==> config.mk <==
export PLATFORM = sky130hd
export DESIGN_NAME = fht_frame_sched
export DESIGN_NICKNAME = d
export VERILOG_FILES = /design/src/rtl/fht_frame_sched.sv
export SDC_FILE = /design/constraint.sdc
export NUM_CORES = 1
export LEC_CHECK = 0
export BUFFER_PORTS_ARGS = -buffer_cell sky130_fd_sc_hd__clkbuf_2
export CAP_MARGIN = 15
export CELL_PAD_IN_SITES_DETAIL_PLACEMENT = 1
export CELL_PAD_IN_SITES_GLOBAL_PLACEMENT = 1
export CORE_MARGIN = 2
export CORE_UTILIZATION = 44
export DETAILED_ROUTE_END_ITERATION = 10
export MAX_ROUTING_LAYER = met4
export PLACE_DENSITY = 0.92
export SYNTH_ARGS = -nofsm -noshare
export SYNTH_HDL_FRONTEND = slang
export SYNTH_SLANG_ARGS = --single-unit
==> constraint.sdc <==
create_clock -name iCLK -period 4.8 [get_ports iCLK]
set_clock_uncertainty 0.1 [all_clocks]
set_input_delay 0 -clock iCLK [delete_from_list [all_inputs] [get_ports iCLK]]
set_output_delay 0 -clock iCLK [all_outputs]
set_load 0.01 [all_outputs]
==> src/rtl/fht_frame_sched.sv <==
// -----------------------------------------------------------------------------
// fht_frame_sched
//
// Frame scheduler wrapped around the FHT core. It collects one frame of
// N = 4*2^A_BIT samples from an input valid/ready stream into the four data
// RAM banks. It then hands the banks to fht_control with a single-cycle start
// pulse and waits for the core to finish. Finally it streams the transformed
// frame back out of the banks as a valid/ready stream. The scheduler owns the
// bank-port mux select (oMEM_OWN), so the loader/unloader and the FHT datapath
// never drive the banks in the same cycle.
//
// Ports:
//   iCLK, iRESET                 clock, asynchronous active-low reset
//   iDATA/iVALID/oREADY          input sample stream
//   oDATA/oVALID/oLAST/iREADY    output sample stream, oLAST on sample N-1
//   oBANK_SEL/ADDR/WE/WDATA      bank port driven while oMEM_OWN = 0
//   iBANK_RDATA                  selected bank read data, 1-cycle latency
//   oMEM_OWN                     0: banks to scheduler, 1: banks to FHT core
//   oFHT_START, iFHT_RDY         start pulse to / idle flag from fht_control
//
// Build option:
//   FHT_SCHED_BITREV_EN  when defined, input samples arrive in natural order
//                        and are stored bit-reversed. When undefined, the
//                        source already supplies bit-reversed order.
// -----------------------------------------------------------------------------
`ifndef A_BIT
`define A_BIT 3
`endif

module fht_frame_sched #(
   parameter int A_BIT = `A_BIT,
   parameter int D_BIT = 16
) (
   input  logic             iCLK,
   input  logic             iRESET,
   input  logic [D_BIT-1:0] iDATA,
   input  logic             iVALID,
   output logic             oREADY,
   output logic [D_BIT-1:0] oDATA,
   output logic             oVALID,
   output logic             oLAST,
   input  logic             iREADY,
   output logic [1:0]       oBANK_SEL,
   output logic [A_BIT-1:0] oBANK_ADDR,
   output logic             oBANK_WE,
   output logic [D_BIT-1:0] oBANK_WDATA,
   input  logic [D_BIT-1:0] iBANK_RDATA,
   output logic             oMEM_OWN,
   output logic             oFHT_START,
   input  logic             iFHT_RDY
);

   localparam int IW = A_BIT + 2;                    // frame index width
   localparam logic [IW-1:0] IDX_LAST = '1;          // index N-1

   typedef enum logic [2:0] {
      S_LOAD,
      S_KICK,
      S_WAIT_BUSY,
      S_WAIT_DONE,
      S_UNLOAD
   } state_t;

   state_t           state_q, state_d;
   logic [IW-1:0]    k_q, k_d;          // load index
   logic [IW:0]      r_q, r_d;          // unload read index, runs to N
   logic [IW-1:0]    o_q, o_d;          // unload output index
   logic             inflight_q;        // read issued last cycle, data on iBANK_RDATA now
   logic [1:0]       cnt_q, cnt_d;      // entries stored in the skid FIFO
   logic             wr_ptr_q, rd_ptr_q;
   logic [D_BIT-1:0] fifo_q [2];
   logic [1:0]       sel_q;             // last bank select issued
   logic [A_BIT-1:0] addr_q;            // last bank address issued

   logic             wr_en, rd_en;
   logic [IW-1:0]    idx;
   logic [IW-1:0]    load_idx;
   logic             out_valid, pop, store, unstore, last_pop;
   logic [D_BIT-1:0] fifo_head;

`ifdef FHT_SCHED_BITREV_EN
   function automatic logic [IW-1:0] bitrev(input logic [IW-1:0] v);
      logic [IW-1:0] r;
      for (int b = 0; b < IW; b++) r[b] = v[IW-1-b];
      return r;
   endfunction

   assign load_idx = bitrev(k_q);
`else
   assign load_idx = k_q;
`endif

   // ---------------------------------------------------------------------------
   // Output skid FIFO. The word on iBANK_RDATA (inflight_q) is presented
   // directly when the FIFO is empty. This gives one-cycle read-to-valid
   // latency. A word that is not consumed in its cycle is stored. Stored
   // entries are always older than the in-flight word, so order is kept.
   // ---------------------------------------------------------------------------
   always_comb begin
      out_valid = (state_q == S_UNLOAD) && (inflight_q || (cnt_q != 2'd0));
      fifo_head = (cnt_q != 2'd0) ? fifo_q[rd_ptr_q] : iBANK_RDATA;
      pop       = out_valid && iREADY;
      store     = inflight_q && !(pop && (cnt_q == 2'd0));
      unstore   = pop && (cnt_q != 2'd0);
      last_pop  = pop && (o_q == IDX_LAST);
      cnt_d     = cnt_q;
      if (store && !unstore) cnt_d = cnt_q + 2'd1;
      if (!store && unstore) cnt_d = cnt_q - 2'd1;
   end

   // ---------------------------------------------------------------------------
   // Next-state, counters and strobes
   // ---------------------------------------------------------------------------
   always_comb begin
      state_d    = state_q;
      k_d        = k_q;
      r_d        = r_q;
      o_d        = o_q;
      oREADY     = 1'b0;
      oMEM_OWN   = 1'b0;
      oFHT_START = 1'b0;
      wr_en      = 1'b0;
      rd_en      = 1'b0;
      idx        = '0;
      case (state_q)
         S_LOAD: begin
            oREADY = 1'b1;
            if (iVALID) begin
               wr_en = 1'b1;
               idx   = load_idx;
               if (k_q == IDX_LAST) begin
                  state_d = S_KICK;
                  k_d     = '0;
               end else begin
                  k_d = k_q + IW'(1);
               end
            end
         end
         S_KICK: begin
            oMEM_OWN   = 1'b1;
            oFHT_START = 1'b1;
            state_d    = S_WAIT_BUSY;
         end
         S_WAIT_BUSY: begin
            // Wait for the core to acknowledge the start. Without this step,
            // the idle flag seen before the core reacts would be taken as done.
            oMEM_OWN = 1'b1;
            if (!iFHT_RDY) state_d = S_WAIT_DONE;
         end
         S_WAIT_DONE: begin
            oMEM_OWN = 1'b1;
            if (iFHT_RDY) begin
               state_d = S_UNLOAD;
               r_d     = '0;
               o_d     = '0;
            end
         end
         S_UNLOAD: begin
            // Issue a read only while the FIFO can still accept it.
            if ((({1'b0, inflight_q} + cnt_q) < 2'd2) && !r_q[IW]) begin
               rd_en = 1'b1;
               idx   = r_q[IW-1:0];
               r_d   = r_q + (IW+1)'(1);
            end
            if (pop) begin
               if (last_pop) begin
                  state_d = S_LOAD;
                  r_d     = '0;
                  o_d     = '0;
               end else begin
                  o_d = o_q + IW'(1);
               end
            end
         end
         default: state_d = S_LOAD;
      endcase
   end

   // ---------------------------------------------------------------------------
   // State and control registers
   // ---------------------------------------------------------------------------
   // NOTE: sequential state uses non-blocking assignments only, so every
   // register samples the pre-edge values of the others.
   always_ff @(posedge iCLK or negedge iRESET) begin
      if (!iRESET) begin
         state_q    <= S_LOAD;
         k_q        <= '0;
         r_q        <= '0;
         o_q        <= '0;
         inflight_q <= 1'b0;
         cnt_q      <= 2'd0;
         wr_ptr_q   <= 1'b0;
         rd_ptr_q   <= 1'b0;
         sel_q      <= 2'd0;
         addr_q     <= '0;
      end else begin
         state_q    <= state_d;
         k_q        <= k_d;
         r_q        <= r_d;
         o_q        <= o_d;
         inflight_q <= rd_en;
         if (last_pop) begin
            cnt_q    <= 2'd0;
            wr_ptr_q <= 1'b0;
            rd_ptr_q <= 1'b0;
         end else begin
            cnt_q <= cnt_d;
            if (store)   wr_ptr_q <= wr_ptr_q + 1'b1;
            if (unstore) rd_ptr_q <= rd_ptr_q + 1'b1;
         end
         if (wr_en || rd_en) begin
            sel_q  <= idx[1:0];
            addr_q <= idx[IW-1:2];
         end
      end
   end

   // NOTE: FIFO storage has no reset. Emptiness is tracked entirely by
   // cnt_q and the pointers, and oDATA is gated while oVALID is low.
   always_ff @(posedge iCLK) begin
      if (store) fifo_q[wr_ptr_q] <= iBANK_RDATA;
   end

   // ---------------------------------------------------------------------------
   // Outputs
   // ---------------------------------------------------------------------------
   // Bank address follows the access issued this cycle. It holds the last
   // issued value when the bank is idle.
   assign oBANK_SEL   = (wr_en || rd_en) ? idx[1:0]    : sel_q;
   assign oBANK_ADDR  = (wr_en || rd_en) ? idx[IW-1:2] : addr_q;
   assign oBANK_WE    = wr_en;
   assign oBANK_WDATA = wr_en ? iDATA : '0;
   assign oVALID      = out_valid;
   assign oDATA       = out_valid ? fifo_head : '0;
   assign oLAST       = out_valid && (o_q == IDX_LAST);

endmodule

==> impl_metrics.ini, run 1 <==
[outcome]
status = finished, final reports clean

[yosys]
syn_inst = 269
ys_async_sr_fraction = 0.475
synthTopCellsByCount = edfxtp_1, dfrtp_1, nor2_1
ys_seq_area_frac = 0.555
yosys.area.top_type = edfxtp_1
yosysMostFrequentCell = edfxtp_1
synth_seq_cells = 61
syn-num-nets = 312
synth_area_leaders = edfxtp_1, dfrtp_1, mux2i_1
synth.distinct_cells = 51
synth_flop_cell = edfxtp_1
synth_area_per_cell_um2 = 11.3
synth_edf_count = 32
ys_warn_count = 0
syn-cell-area_um2 = 3040
synth_top_area_frac = 0.316

[clocking]
clockBufferDepth = 2
h-tree-depth = 3
cts_tree = done
cts-root-buf = clkbuf_8
clock_sinks = 61
postCtsSetupBuffers = 0
clock_latency_ns = 0.33
clk_pin_slew_worst_paths_ns = 0.07
cts-buffers-inserted = 9

[setup_path]
path_buf_inv = 1
r2r-end = fifo_q[0][15]$_DFFE_PP_
startpoint = cnt_q[0]$_DFFE_PN0P_
critPathArrivalTime_ns = 2.67
cpPeakStageDelay_ns = 0.87
path_cells = or2_1, o21ai_2, a211oi_1, clkbuf_2
rrSetupSlack_ns = 2.29
cp.required_ns = 4.70
crit_fanout = 34
crit_type = flop to output pin
crit_path_top_delay_cell = or2_1
path_delay_family = simple AND/OR/NAND/NOR gates
reg2reg_depth = 4
critPathLaunchType = flop
timing.rr.start = cnt_q[0]$_DFFE_PN0P_
endpoint_kind = output pin
worst-path-stages = 4

[cells_and_area]
fin_nets = 407
nFillCells = 722
multi_input_area_um2 = 1260
design_area_um2 = 3870
n_antenna_cell = 0
regArea_um2 = 1690
drive_above_1_share = 0.293
final-instance-count-excl-fill = 449
area_growth_pct = 27.3

[placed_design]
routabilityCongestion = 0.830
post_dp_cell_area_um2 = 3470
io_buffers = 79
hpwl_um = 5220
dp_cells = 413

[hold_path]
hold_class = input pin to flop
hold_end = r_q[1]$_DFFE_PN0P_
hold_start = iREADY
worst_hold_path.num_cells = 3

[pwr]
leakage_nw = 1.80
peakVddDrop_mv = 0.261
p_per_area_nw_per_um2 = 639
power_mw = 2.47

[floorplanning]
ios = 80
core_um2 = 6720
die_x_um = 87.1
die_area_um2 = 7580
fp-row-count = 30
die_height_um = 87.1
start_util = 0.452

[global_route]
grt_max_degree = 35
antenna_found_initial = 0
grt.total_usage = 0.217
first_global_vias = 2650
overflow = 0
grt_first_pass_wirelength_um = 12500

[routing]
vias = 2491
drtPass1Iterations = 5
avgRoutedWirePerCell_um = 16.5
drtIter0Drc = 109
route.detailed.drc = 0
routed_wl_um = 7410
viasPerCell = 5.55
ant_nets = 0

[sta]
fmax_mhz = 361
rsz0062_at_grt = no
finalHoldViolations = 0
slew_headroom = 0.281
tns_ns = 0
setup_violations = 0
timing.hold.ws_ns = 0.0328
drv_slew = 0
fin_crit_sh = 0.577
worst_slew_pin_slew_ns = 1.08
min_period_ns = 2.77

[flow_run]
timing.max_cap.violations = 0
per-layer routing:
metal	routed length (µm)	vias up	GRT usage
met3	337	8	0.0436
met5	0	-	-
li1	-	1198	-
met2	3740	81	0.373
met4	60	0	0.0545
met1	3270	1204	0.264
through the flow:
stage	worst slack (ns)	util
floorplan	2.66	-
global placement	2.47	0.517
detailed placement	2.29	0.517
CTS	1.99	0.575
global route	1.69	0.576
finish	2.03	0.576
layout make-up:
class | instances | share of cell area
Clock buffer | 10 | 0.0356
Timing Repair Buffer | 100 | 0.155
Sequential cell | 61 | 0.436
Multi-Input combinational cell | 186 | 0.326
Clock inverter | 6 | 0.0162
Inverter | 6 | 0.00582
Tap cell | 80 | 0.0259
cell families (layout without fill, tap and decap cells):
family | Yosys count | after routing | synth area share
DFF | 61 | 61 | 0.555
and+or+nand+nor | 95 | 95 | 0.171
xor gates and xnor gates | 1 | 1 | 0.00288
adders and majority gates | 6 | 6 | 0.0247
buffers and inverters | 22 | 122 | 0.0313
AOI/OAI and AO/OA | 65 | 65 | 0.152
muxes | 19 | 19 | 0.0634
state kept, by name, summed over array words and instances (netlist names), 2 cells and up:
| register | count |
|---|---|
| o_q | 5 |
| r_q | 6 |
| addr_q | 3 |
| state_q | 3 |
| k_q | 5 |
| cnt_q | 2 |
| fifo_q | 32 |
| sel_q | 2 |
layout by cell type (no fill, tap or decap), drive strengths merged, types with 2 or more instances in the layout:
cell,instances
and3,19
nor3,5
nand2,18
nand2b,2
nor3b,3
a21o,4
nor2,27
mux2,2
clkinvlp,3
a31oi,2
clkinv,2
o21ai,16
inv,6
nor2b,3
o211ai,2
and2,4
a211oi,18
ha,6
nand3,5
edfxtp,32
dfrtp,29
dlygate4sd3,19
a22o,7
clkbuf,90
mux2i,17
a21oi,6
worst reg2reg max path: stages, from the launching register on:
cell     delay [ns]
dfrtp_1        0.51
or2_1          0.87
o21ai_0        0.29
nor2_1         0.15
buf_4          0.27
how the worst max path moves through the flow:
stage / slack (ns) / endpoint
floorplan: 2.66 / fifo_q[0][0]$_DFFE_PP_
global placement: 2.47 / fifo_q[0][9]$_DFFE_PP_
detailed placement: 2.29 / fifo_q[0][7]$_DFFE_PP_
CTS: 1.99 / oDATA[7]
global route: 1.69 / oDATA[7]
finish: 2.03 / oDATA[5]
what timing repair did:
item / in CTS / in global routing
resized for setup: 0 / 0
hold buffers: 19 / 0
hold endpoints to repair: 64 / 0
power breakdown:
group	total, mW	internal, mW	switching [mW]
logic	1.08	0.463	0.618
clock network	0.454	0.252	0.203
registers	0.938	0.762	0.176
Note: power is estimated with default switching activity, not from simulation.
==> inputs of run 2 (changes only) <==
--- a/config.mk
+++ b/config.mk
@@ -5,15 +5,16 @@
 export SDC_FILE = /design/constraint.sdc
 export NUM_CORES = 1
 export LEC_CHECK = 0
+export ABC_AREA = 1
 export BUFFER_PORTS_ARGS = -buffer_cell sky130_fd_sc_hd__clkbuf_2
 export CAP_MARGIN = 15
 export CELL_PAD_IN_SITES_DETAIL_PLACEMENT = 1
 export CELL_PAD_IN_SITES_GLOBAL_PLACEMENT = 1
 export CORE_MARGIN = 2
-export CORE_UTILIZATION = 44
+export CORE_UTILIZATION = 40
 export DETAILED_ROUTE_END_ITERATION = 10
 export MAX_ROUTING_LAYER = met4
-export PLACE_DENSITY = 0.92
+export PLACE_DENSITY = 0.87
 export SYNTH_ARGS = -nofsm -noshare
 export SYNTH_HDL_FRONTEND = slang
 export SYNTH_SLANG_ARGS = --single-unit
==> constraint.sdc (replaced) <==
create_clock -name iCLK -period 2.75 [get_ports iCLK]
set_clock_uncertainty 0.1 [all_clocks]
set_input_delay 0 -clock iCLK [delete_from_list [all_inputs] [get_ports iCLK]]
set_output_delay 0 -clock iCLK [all_outputs]
set_load 0.01 [all_outputs]
==> run 2 against run 1 <==
  * Global-route usage rose by 0.18 points
  * Area after synthesis rose by 7.4%
  * Via count rose by 15%
  * First-iteration DRC count fell by 14%
  * Power rose by 47%
  * Sequential share of layout area fell by 3.0 points
  * Utilization fell by 4.3 points
  * Sequential power rose by 39%
  * Synthesized cell count rose by 31%
  * Hold slack improved by 0.0066 ns
  * Critical path depth rose by 6
  * Design area rose by 7.5%
==> impl_metrics.ini, run 2 <==
[cells_and_area]
final_common_cell = nand2_1
area_growth_pct = 27.4
largest_registers = fifo_q: 32 flops, r_q: 6 flops
largest_reg_flops = 32
final_cell_mix = nand2_1, clkbuf_2, inv_1, nor2_1, edfxtp_1
drive_above_1_share = 0.308
nFillCells = 918
fin_nets = 499
n_antenna_cell = 0
regMostFlops = fifo_q

[pwr]
leakage_nw = 2.00
peakVddDrop_mv = 0.529
p_per_area_nw_per_um2 = 874

[setup_path]
path_cells = inv_2, nand2_4, nor2_2, nand2_1, buf_4, inv_2, nor2_1, nand2_1, nand2_1, clkbuf_2
rrSetupSlack_ns = 0.95
critPathLaunchType = flop
r2r-end = sel_q[0]$_DFF_PN0_
cp.required_ns = 2.65
critPathArrivalTime_ns = 2.13
reg2reg_depth = 9
crit_path_top_delay_cell = dfrtp_1
crit_top_cell = nand2_1
cpPeakStageDelay_ns = 0.43
crit_fanout = 20
timing.rr.start = state_q[1]$_DFFE_PN0P_
crit_type = flop to output pin
endpoint_kind = output pin

[placed_design]
io_buffers = 79
hpwl_um = 6150
routabilityCongestion = 0.801

[sta]
drv_slew = 0
rsz0062_at_grt = no
min_period_ns = 2.23
timing.hold.ws_ns = 0.0394
fmax_mhz = 449
fin_crit_sh = 0.810
finalHoldViolations = 0
slew_headroom = 0.484
setup_violations = 0
tns_ns = 0
worst_slew_pin_slew_ns = 0.774

[outcome]
status = finished, final reports clean

[hold_path]
hold_start = iREADY
hold_class = input pin to flop
hold_end = wr_ptr_q$_DFFE_PN0P_
worst_hold_path.num_cells = 4

[yosys]
ys_async_sr_fraction = 0.475
synth_seq_cells = 61
synth_area_leaders = edfxtp_1, dfrtp_1, nand2_1
ys_warn_count = 0
yosysMostFrequentCell = nand2_1
synthTopCellsByCount = nand2_1, inv_1, nor2_1
synth_area_per_cell_um2 = 9.24
synth_flop_cell = edfxtp_1
synth_top_area_frac = 0.295
syn-cell-area_um2 = 3260
synth.distinct_cells = 39
ys_seq_area_frac = 0.517
syn-num-nets = 396
syn_inst = 353
yosys.area.top_type = edfxtp_1
synth_edf_count = 32

[global_route]
overflow = 0
antenna_found_initial = 0
first_global_vias = 2997
grt_first_pass_wirelength_um = 14500
grt_max_degree = 33
grt.total_usage = 0.219

[routing]
route.detailed.drc = 0
routed_wl_um = 9110
ant_nets = 0
drtIter0Drc = 94
avgRoutedWirePerCell_um = 16.2
drtPass1Iterations = 4
viasPerCell = 5.09
vias = 2866

[clocking]
clock_latency_ns = 0.34
cts-buffers-inserted = 9
cts-root-buf = clkbuf_8
clockBufferDepth = 2
clock_sinks = 61
h-tree-depth = 3
cts_tree = done
post_cts_resized = 0
clk_pin_slew_worst_paths_ns = 0.07

[floorplanning]
fp-row-count = 32
ios = 80
start_util = 0.418
core_um2 = 7810
die_area_um2 = 8890
die_x_um = 94.3
die_height_um = 94.3

[flow_run]
timing.max_cap.violations = 0
==> run 2: kinds of logic after synthesis <==
logic type | count (synthesis) | synth area share
compound gates | 58 | 0.129
xor+xnor | 5 | 0.0134
fa+ha+maj | 6 | 0.0230
buf+inv | 56 | 0.0756
flops | 61 | 0.517
simple gates | 167 | 0.242
==> run 2: how the worst max path moves through the flow <==
stage | end | cells past startpoint | from
detailed placement | oBANK_ADDR[0] | 10 | state_q[1]$_DFFE_PN0P_
global route | oBANK_SEL[0] | 10 | state_q[0]$_DFFE_PN0P_
CTS | oBANK_ADDR[0] | 10 | state_q[1]$_DFFE_PN0P_
finish | oBANK_SEL[0] | 10 | state_q[1]$_DFFE_PN0P_
global placement | oDATA[1] | 7 | state_q[2]$_DFFE_PN0P_
floorplan | fifo_q[1][0]$_DFFE_PP_ | 6 | state_q[1]$_DFFE_PN0P_
==> run 2: routing by layer <==
metal,GRT usage,vias to the layer above,part of all wire
met4,0.0652,0,0.012
met5,-,-,0
met2,0.383,66,0.53
met3,0.0506,14,0.041
met1,0.251,1406,0.42
li1,-,1380,-
==> run 2: critical path: cells and delay by family, from the launching register on <==
family | cells | cell delay, ns
buffers and inverters | 4 | 0.63
flip-flops | 1 | 0.43
AND/OR/NAND/NOR | 6 | 0.71
==> run 2: through the flow <==
stage                      util  cell area (µm²)  power, mW  std cells  worst slack, ns
after CTS                 0.532             4160       3.66        563            0.526
final                     0.532             4160       3.63        563            0.522
after detailed placement  0.481             3750       2.72        529            0.925
after global placement    0.481             3750       2.64        529             1.02
after floorplan               -             3260       2.28        353            0.700
after global routing      0.532             4160       3.89        563            0.345
==> run 2: cell type report <==
cell class              instances  area, µm²  share of cell area
clock buffers                  10        138              0.0331
clock inverters                 6       86.3              0.0208
inverters                      46        176              0.0424
multi-input cells             236       1330               0.320
flip-flops and latches         61       1690               0.406
well taps                     102        128              0.0307
repair buffers                102        613               0.148
==> run 2: repair_timing <==
action,4_1_cts,5_1_grt
setup buffers,0,0
setup endpoints to repair,0,0
hold buffers,18,0
endpoints found under the hold margin,64,0
==> run 2: report_power, final <==
part / internal, mW / switching (mW) / total (mW)
clock network: 0.533 / 0.363 / 0.896
logic: 0.459 / 0.981 / 1.44
registers: 1.14 / 0.162 / 1.30
==> inputs of run 3 (changes only) <==
--- a/config.mk
+++ b/config.mk
@@ -11,10 +11,10 @@
 export CELL_PAD_IN_SITES_DETAIL_PLACEMENT = 1
 export CELL_PAD_IN_SITES_GLOBAL_PLACEMENT = 1
 export CORE_MARGIN = 2
-export CORE_UTILIZATION = 40
+export CORE_UTILIZATION = 36
 export DETAILED_ROUTE_END_ITERATION = 10
 export MAX_ROUTING_LAYER = met4
-export PLACE_DENSITY = 0.87
+export PLACE_DENSITY = 0.83
 export SYNTH_ARGS = -nofsm -noshare
 export SYNTH_HDL_FRONTEND = slang
 export SYNTH_SLANG_ARGS = --single-unit
==> constraint.sdc (replaced) <==
create_clock -name iCLK -period 1.95 [get_ports iCLK]
set_clock_uncertainty 0.1 [all_clocks]
set_input_delay 0 -clock iCLK [delete_from_list [all_inputs] [get_ports iCLK]]
set_output_delay 0 -clock iCLK [all_outputs]
set_load 0.01 [all_outputs]
==> run 3 against run 2 <==
  * Clock-buffer cell count shrank 1
  * Worst setup slack lost 0.49 ns
  * Die area grew 11%
  * First-iteration DRC count shrank 34%
  * Hold slack lost 0.029 ns
  * Critical endpoint unchanged
  * Sequential power grew 42%
  * Utilization shrank 4.1 points
  * Register-to-register slack lost 0.80 ns
  * Critical path depth shrank 1
  * Non-clock buffer count grew 4
  * Global-route usage shrank 2.5 points
  * Flip-flop and latch count is the same
==> impl_metrics.ini, run 3 (same netlist as run 2, synthesis figures left out) <==
[clocking]
clock_latency_ns = 0.36
clockBufferDepth = 2
cts-buffers-inserted = 9
clk_pin_slew_worst_paths_ns = 0.07
cts-root-buf = clkbuf_8
clock_sinks = 61
cts_tree = done
h-tree-depth = 3

[floorplanning]
die_x_um = 99.2
die_height_um = 99.2
ios = 80
fp-row-count = 34
start_util = 0.372
die_area_um2 = 9840
core_um2 = 8760

[global_route]
antenna_found_initial = 0
grt_max_degree = 33
overflow = 0
grt.total_usage = 0.194
first_global_vias = 3070
grt_first_pass_wirelength_um = 14400

[pwr]
leakage_nw = 2.04
peakVddDrop_mv = 0.556
power_mw = 5.29
p_per_area_nw_per_um2 = 1230

[routing]
ant_nets = 0
drtIter0Drc = 62
avgRoutedWirePerCell_um = 16.0
drtPass1Iterations = 4
route.detailed.drc = 0
routed_wl_um = 9200
vias = 2877
viasPerCell = 5.01

[sta]
drv_slew = 0
fmax_mhz = 521
min_period_ns = 1.92
fin_crit_sh = 0.984
timing.hold.ws_ns = 0.0108
slew_headroom = 0.493
worst_slew_pin_slew_ns = 0.761
tns_ns = 0
finalHoldViolations = 0
rsz0062_at_grt = yes
setup_violations = 0

[setup_path]
reg2reg_depth = 7
path_delay_family = buffers and inverters
r2r-end = fifo_q[0][11]$_DFFE_PP_
path_cells = inv_2, nand2_4, nor2_2, nand2_1, inv_2, buf_6, o21ai_1, nand2_1, clkbuf_2
timing.rr.start = state_q[2]$_DFFE_PN0P_
critPathLaunchType = flop
critPathArrivalTime_ns = 1.82
rrSetupSlack_ns = 0.15
path_buf_inv = 4
crit_fanout = 10
crit_path_top_delay_cell = dfrtp_2
crit_type = flop to output pin
worst-path-stages = 9
endpoint_kind = output pin
cpPeakStageDelay_ns = 0.44
cp.required_ns = 1.85

[cells_and_area]
n_antenna_cell = 0
largest_registers = fifo_q: 32 flops, r_q: 6 flops
drive_above_1_share = 0.339
area_growth_pct = 32.1
final_cell_mix = nand2_1, clkbuf_2, inv_1, edfxtp_1, nor2_1
largest_reg_flops = 32
regMostFlops = fifo_q
final_common_cell = nand2_1
fin_nets = 504

[hold_path]
worst_hold_path.num_cells = 4
hold_start = iREADY
hold_class = input pin to flop
hold_end = wr_ptr_q$_DFFE_PN0P_

[placed_design]
hpwl_um = 6130
routabilityCongestion = 0.794
io_buffers = 79

[flow_run]
timing.max_cap.violations = 0

[outcome]
status = finished, final reports clean
==> run 3: changes by cell type in the layout (fill, tap and decap cells not counted), moves of 3 or more <==
cell	previous run	this run
dfrtp_2	0	4
o21ai_1	5	8
dfrtp_1	29	25
nor2_1	33	30
buf_12	0	4
o21ai_0	16	13
==> run 3: metal layers <==
metal,global-route usage,part of all wire
met1,0.206,0.40
met2,0.357,0.54
met3,0.0337,0.034
met4,0.0801,0.021
met5,-,0
==> run 3: repair_timing <==
item | 4_1_cts | 5_1_grt
hold buffers | 18 | 0
buffers inserted | 1 | 2
pin swaps | 1 | 5
gates cloned | 0 | 1
hold endpoints to repair | 64 | 0
resized for setup | 6 | 15
setup endpoints to repair | 21 | 50
==> run 3: stage by stage <==
stage	area (µm²)	setup WS (ns)	util	instances
6_report	4310	0.0312	0.492	574
5_1_grt	4310	-0.0869	0.492	574
4_1_cts	4230	0.00178	0.483	571
3_5_place_dp	3800	0.140	0.434	536
3_3_place_gp	3800	0.228	0.434	536
2_1_floorplan	3260	-0.100	-	353
==> run 3: worst register-to-register path: cells and delay by family (launching register included) <==
kind | cells | cell delay, ns
AO/OA/AOI/OAI | 1 | 0.16
buffers and inverters | 4 | 0.59
flip-flops | 1 | 0.46
AND/OR/NAND/NOR | 2 | 0.20
==> run 3: worst max-delay path by stage <==
| stage | endpoint | from |
|---|---|---|
| 4_1_cts | oBANK_SEL[0] | state_q[1]$_DFFE_PN0P_ |
| 3_5_place_dp | r_q[2]$_DFFE_PN0P_ | o_q[0]$_DFFE_PN0P_ |
| 6_report | oBANK_SEL[0] | state_q[1]$_DFFE_PN0P_ |
| 5_1_grt | oBANK_SEL[0] | cnt_q[1]$_DFFE_PN0P_ |
| 2_1_floorplan | fifo_q[1][0]$_DFFE_PP_ | state_q[1]$_DFFE_PN0P_ |
| 3_3_place_gp | oDATA[3] | state_q[1]$_DFFE_PN0P_ |
==> run 3: area by class of cell <==
| cell class | instances | area [µm²] |
|---|---|---|
| repair buffers | 106 | 697 |
| well taps | 108 | 135 |
| clock buffers | 9 | 124 |
| repair inverters | 1 | 8.76 |
| flip-flops and latches | 61 | 1690 |
| fillers | 1047 | 4450 |
| inverters | 46 | 188 |
| multi-input cells | 236 | 1370 |
| clock inverters | 7 | 98.8 |
==> run 3: where the power goes <==
| part | switching [mW] | internal (mW) |
|---|---|---|
| registers | 0.229 | 1.61 |
| logic | 1.44 | 0.737 |
| clock network | 0.550 | 0.725 |
